## src/rtl/uart_pkg.sv

```systemverilog
// uart_pkg: state encoding, data width and parity helper shared by uart_tx and uart_rx.
package uart_pkg;
   localparam int DATA_W = 8;
   typedef enum logic [2:0] {IDLE, START, DATA, PARITY, STOP} state_t;
   function automatic logic par_calc(input logic [DATA_W-1:0] data, input logic typ);
      return typ ? ^data : ~^data;
   endfunction
endpackage

```

## src/rtl/uart_rx_sampler.sv

```systemverilog
// uart_rx_sampler: RX synchronizer, start-edge detect, per-bit edge counter and bit decision.
// UART_RX_MAJORITY_EN selects a 2-of-3 majority vote instead of a single mid-bit sample.
module uart_rx_sampler #(
   parameter int PRESCALE = 8
) (
   input  logic clk,
   input  logic reset,
   input  logic rx,
   input  logic start,
   input  logic active,
   output logic sample_valid,
   output logic sample_bit,
   output logic bit_end,
   output logic fall_edge
);
   localparam int CW = $clog2(PRESCALE);
   logic [2:0]    sync;
   logic [CW-1:0] edge_cnt;
   always_ff @(posedge clk or negedge reset)
      if (!reset) sync <= '1;
      else sync <= {sync[1:0], rx};
   always_ff @(posedge clk or negedge reset)
      if (!reset) edge_cnt <= '0;
      else if (start) edge_cnt <= CW'(1);
      else if (active) edge_cnt <= (edge_cnt == CW'(PRESCALE - 1)) ? '0 : edge_cnt + CW'(1);
      else edge_cnt <= '0;
   assign fall_edge    = sync[2] & ~sync[1];
   assign sample_valid = active && edge_cnt == CW'(PRESCALE / 2 + 1);
   assign bit_end      = active && edge_cnt == CW'(PRESCALE - 1);
`ifdef UART_RX_MAJORITY_EN
   logic [1:0] early;
   always_ff @(posedge clk or negedge reset)
      if (!reset) early <= '1;
      else begin
         if (edge_cnt == CW'(PRESCALE / 2 - 1)) early[0] <= sync[1];
         if (edge_cnt == CW'(PRESCALE / 2)) early[1] <= sync[1];
      end
   assign sample_bit = (early[0] & early[1]) | (early[0] & sync[1]) | (early[1] & sync[1]);
`else
   assign sample_bit = sync[1];
`endif
endmodule

```

## src/rtl/uart_rx.sv

```systemverilog
// uart_rx: oversampling UART receiver with optional parity, error pulses and back-to-back frames.
// Build with UART_RX_MAJORITY_EN for majority-vote bit sampling.
module uart_rx
   import uart_pkg::*;
#(
   parameter int PRESCALE = 8,
   parameter int DATA_W   = uart_pkg::DATA_W
) (
   input  logic              clk,
   input  logic              reset,
   input  logic              RX_IN,
   input  logic              PAR_EN,
   input  logic              PAR_TYP,
   output logic [DATA_W-1:0] P_DATA,
   output logic              DATA_VALID,
   output logic              PAR_ERR,
   output logic              STP_ERR,
   output logic              Busy
);
   state_t            state, next;
   logic              sample_valid, sample_bit, bit_end, fall_edge;
   logic [2:0]        bit_cnt;
   logic [DATA_W-1:0] data_reg;
   logic              par_en_l, par_typ_l, par_fail;
   uart_rx_sampler #(.PRESCALE(PRESCALE)) sampler (
      .clk(clk),
      .reset(reset),
      .rx(RX_IN),
      .start(state == IDLE && fall_edge),
      .active(state != IDLE),
      .sample_valid(sample_valid),
      .sample_bit(sample_bit),
      .bit_end(bit_end),
      .fall_edge(fall_edge)
   );
   assign Busy = state != IDLE;
   always_ff @(posedge clk or negedge reset)
      if (!reset) state <= IDLE;
      else state <= next;
   always_comb begin
      next = state;
      case (state)
         IDLE:    if (fall_edge) next = START;
         START:   if (sample_valid && sample_bit) next = IDLE;
                  else if (bit_end) next = DATA;
         DATA:    if (bit_end && bit_cnt == 3'(DATA_W - 1)) next = par_en_l ? PARITY : STOP;
         PARITY:  if (bit_end) next = STOP;
         STOP:    if (sample_valid) next = IDLE;
         default: next = IDLE;
      endcase
   end
   always_ff @(posedge clk or negedge reset)
      if (!reset) begin
         P_DATA     <= '0;
         DATA_VALID <= 1'b0;
         PAR_ERR    <= 1'b0;
         STP_ERR    <= 1'b0;
         bit_cnt    <= '0;
         data_reg   <= '0;
         par_en_l   <= 1'b0;
         par_typ_l  <= 1'b0;
         par_fail   <= 1'b0;
      end else begin
         DATA_VALID <= 1'b0;
         PAR_ERR    <= 1'b0;
         STP_ERR    <= 1'b0;
         if (state == IDLE && fall_edge) begin
            par_en_l  <= PAR_EN;
            par_typ_l <= PAR_TYP;
            par_fail  <= 1'b0;
         end
         if (state == START && bit_end) bit_cnt <= '0;
         if (state == DATA && sample_valid) data_reg[bit_cnt] <= sample_bit;
         if (state == DATA && bit_end) bit_cnt <= bit_cnt + 3'd1;
         if (state == PARITY && sample_valid && sample_bit != par_calc(data_reg, par_typ_l))
            par_fail <= 1'b1;
         // Stop decision ends the frame early so a following start bit is never missed
         if (state == STOP && sample_valid) begin
            DATA_VALID <= sample_bit & ~par_fail;
            PAR_ERR    <= par_fail;
            STP_ERR    <= ~sample_bit;
            if (sample_bit && !par_fail) P_DATA <= data_reg;
         end
      end
endmodule

```

## config.mk

```make
export PLATFORM = sky130hd
export DESIGN_NAME = uart_rx
export DESIGN_NICKNAME = d
export VERILOG_FILES = /design/src/rtl/uart_pkg.sv /design/src/rtl/uart_rx_sampler.sv /design/src/rtl/uart_rx.sv
export SDC_FILE = /design/constraint.sdc
export NUM_CORES = 1
export LEC_CHECK = 0
export ABC_AREA = 1
export CORE_ASPECT_RATIO = 1.75
export CORE_UTILIZATION = 30
export CTS_CLUSTER_SIZE = 20
export DETAILED_ROUTE_END_ITERATION = 6
export PLACE_DENSITY = 0.55
export SYNTH_ARGS = -nofsm -noshare
export SYNTH_HDL_FRONTEND = slang
export SYNTH_SLANG_ARGS = --single-unit
```

## constraint.sdc

```tcl
create_clock -name clk -period 1.26 [get_ports clk]
set_input_delay 0.378 -clock clk [delete_from_list [all_inputs] [get_ports clk]]
set_output_delay 0.378 -clock clk [all_outputs]
set_load 0.1 [all_outputs]
```

==> impl_metrics.tcl <==
set metrics [dict create \
    rrSetupSlack_ns -0.34 \
    ys_warn_count 0 \
    grt_pass1_vias 1568 \
    seq_area_frac_synth_pct 50.6 \
    clk_path_buf_depth 2 \
    cts_buffers 5 \
    violations "setup timing" \
    cp-end-kind "output pin" \
    synth-compound-area-share_pct 8.30 \
    yosys.area.top_type "dfrtp_1" \
    routabilityCongestion 0.775 \
    fin_skew_ns 0.00848 \
    design_area_mm2 0.00273 \
    synth_area_per_cell_um2 8.12 \
    synth_area_mm2 0.00169 \
    crit_arrival_ns 1.28 \
    p_leak_nw 1.26 \
    clkTransAtPathRegs_ns 0.07 \
    ios 17 \
    yosys.area_share.simple_pct 30.7 \
    drc_errors 0 \
    cts_tree "built" \
    power.density_mw_per_mm2 1750 \
    syn-num-nets 218 \
    fill_cells 523 \
    first_pass_iters 4 \
    h-tree-depth 2 \
    tns_ns -4.55 \
    dpl_cell_area_mm2 0.00224 \
    grt_use_total_pct 16.1 \
    grt_overflow 0 \
    port_buffers 16 \
    max-vdd-ir-drop_mv 0.753 \
    cts_root_buffer "clkbuf_8" \
    timing.final.crit_share_pct 132 \
    yosysMostFrequentCell "nand2_1" \
    yosysTopAreaCellShare_pct 45.9 \
    hold_class "reg -> reg" \
    core_area_mm2 0.00534 \
    r2r-start "state[0]" \
    hold_viol 0 \
    min_to "sampler.sync[1]" \
    pre_cts_ws_ns -0.252 \
    fin_ws_ns -0.399 \
    yosys.area_share.xor_xnor_pct 1.04 \
    multi_input_area_um2 922 \
    outcome "finished, violations left" \
    final.min_clock_period_ns 1.66 \
    async_flop_share_pct 100 \
    required_ns 0.88 \
    synth_edf_count 0 \
    ys_ff_latch 34 \
    grt_max_degree 35 \
    die_h_um 101 \
    dpl.hpwl_um 2960 \
    tightest_slew_ns 0.289 \
    r2r_cells 9 \
    synthFlopType "dfrtp_1" \
    synthAdderAreaFrac_pct 3.70 \
    vias_per_cell 4.61 \
    register_area_um2 871 \
    critical_path_class "reg -> out" \
    dieArea_mm2 0.00595 \
    rsz0062_at_grt "true" \
    yosys-top-cells-count "75 x nand2_1, 31 x dfrtp_1, 22 x inv_1" \
    maxCapViolations 0 \
    antenna_found_initial 0 \
    ant_nets 0 \
    hold_depth 0 \
    slew_headroom_pct 80.7 \
    grt_pass1_wl_um 7070 \
    ys_types 24 \
    ys_top_cells_by_area "dfrtp_1 46%, nand2_1 17%, o21ai_0 5.6%" \
    nets 276 \
    path_max_fanout 2 \
    cts_sinks 34 \
    first_iter_violations 38 \
    clk_latency_ns 0.29 \
    rows 35 \
    antenna_cells 0 \
    synthMuxAreaShare_pct 0 \
    drt-total-wl_um 4300 \
    max_freq_ghz 0.603 \
    wl_per_cell_um 12.6 \
    syn2layout_area_growth_pct 61.5 \
    synth_top_family_by_area "simple AND/OR/NAND/NOR gates" \
    setup_viol 33 \
    die_x_um 58.7 \
    rr_endpoint "state[0]" \
    min_from "sampler.sync[0]" \
    syn_inst 208 \
    initial_core_util_pct 31.6 \
    drive_above_1_share_pct 46.4 \
    cp-start-kind "register" \
    via_count 1572 \
    final_max_slew_viol_count 0 \
]
-- power breakdown --
part	total, mW	internal [mW]	switching (mW)
registers	1.39	1.27	0.127
logic	2.11	0.947	1.16
clock network	1.26	0.844	0.416
total	4.76	3.06	1.71
-- cell type report --
type	count	area share (%)
clock buffer	6	3.03
clock inverter	2	2.20
inverter	23	3.58
multi-input combinational	150	33.8
sequential	34	31.9
tap	74	3.39
timing repair buffer	52	22.1
-- worst max-delay path, stage by stage, from the launching register on --
cell and delay, ns:
dfrtp_2 0.42, nor3_4 0.24, clkinvlp_4 0.15, buf_12 0.18
-- routing by layer --
layer	share of wire, %	routed length, um	global-route usage, %
met3	2.3	98	3.58
met4	3.7	158	8.61
met5	0	0	0
met1	36	1550	15.4
met2	58	2500	30.7
-- cells in the final DEF, fill, tap and decap left out, types with 6 or more instances in the layout --
cell type,count
nand2_1,56
buf_4,27
dfrtp_1,18
nand2_2,16
o21ai_1,16
buf_12,14
dfrtp_2,13
inv_1,12
nand3_1,11
nor2_1,8
inv_2,7
buf_6,7
nand2_4,6
clkbuf_8,6
-- per-stage QoR --
stage	instances	power (mW)	utilization [%]	hold slack [ns]
global route	341	5.03	51.1	0.371
floorplan	208	2.34	-	0.0824
finish	341	4.76	51.1	0.366
CTS	333	4.60	47.6	0.368
global placement	315	2.97	42.0	0.357
detailed placement	315	2.99	42.0	0.357
-- what timing repair did --
action                     4_1_cts  5_1_grt
setup endpoints to repair       38       40
pin swaps                        7       21
buffers inserted                 9        9
gates resized for setup         26       49
hold endpoints to repair         0        0
gates cloned                     1        0
hold buffers                     0        0
-- kinds of logic after synthesis --
| kind of cell | count (synthesis) |
|---|---|
| buf+inv | 25 |
| compound gates | 27 |
| flops | 34 |
| fa+ha+maj | 5 |
| simple gates | 115 |
| xor+xnor | 2 |
-- worst max path at each step --
stage	cells after the start	end	from
2_1_floorplan	6	state[1]	state[0]
3_3_place_gp	7	state[1]	state[1]
3_5_place_dp	7	state[1]	state[1]
4_1_cts	3	Busy	state[2]
5_1_grt	3	Busy	state[0]
6_report	3	Busy	state[0]
Power figures use the tool's default switching activity.
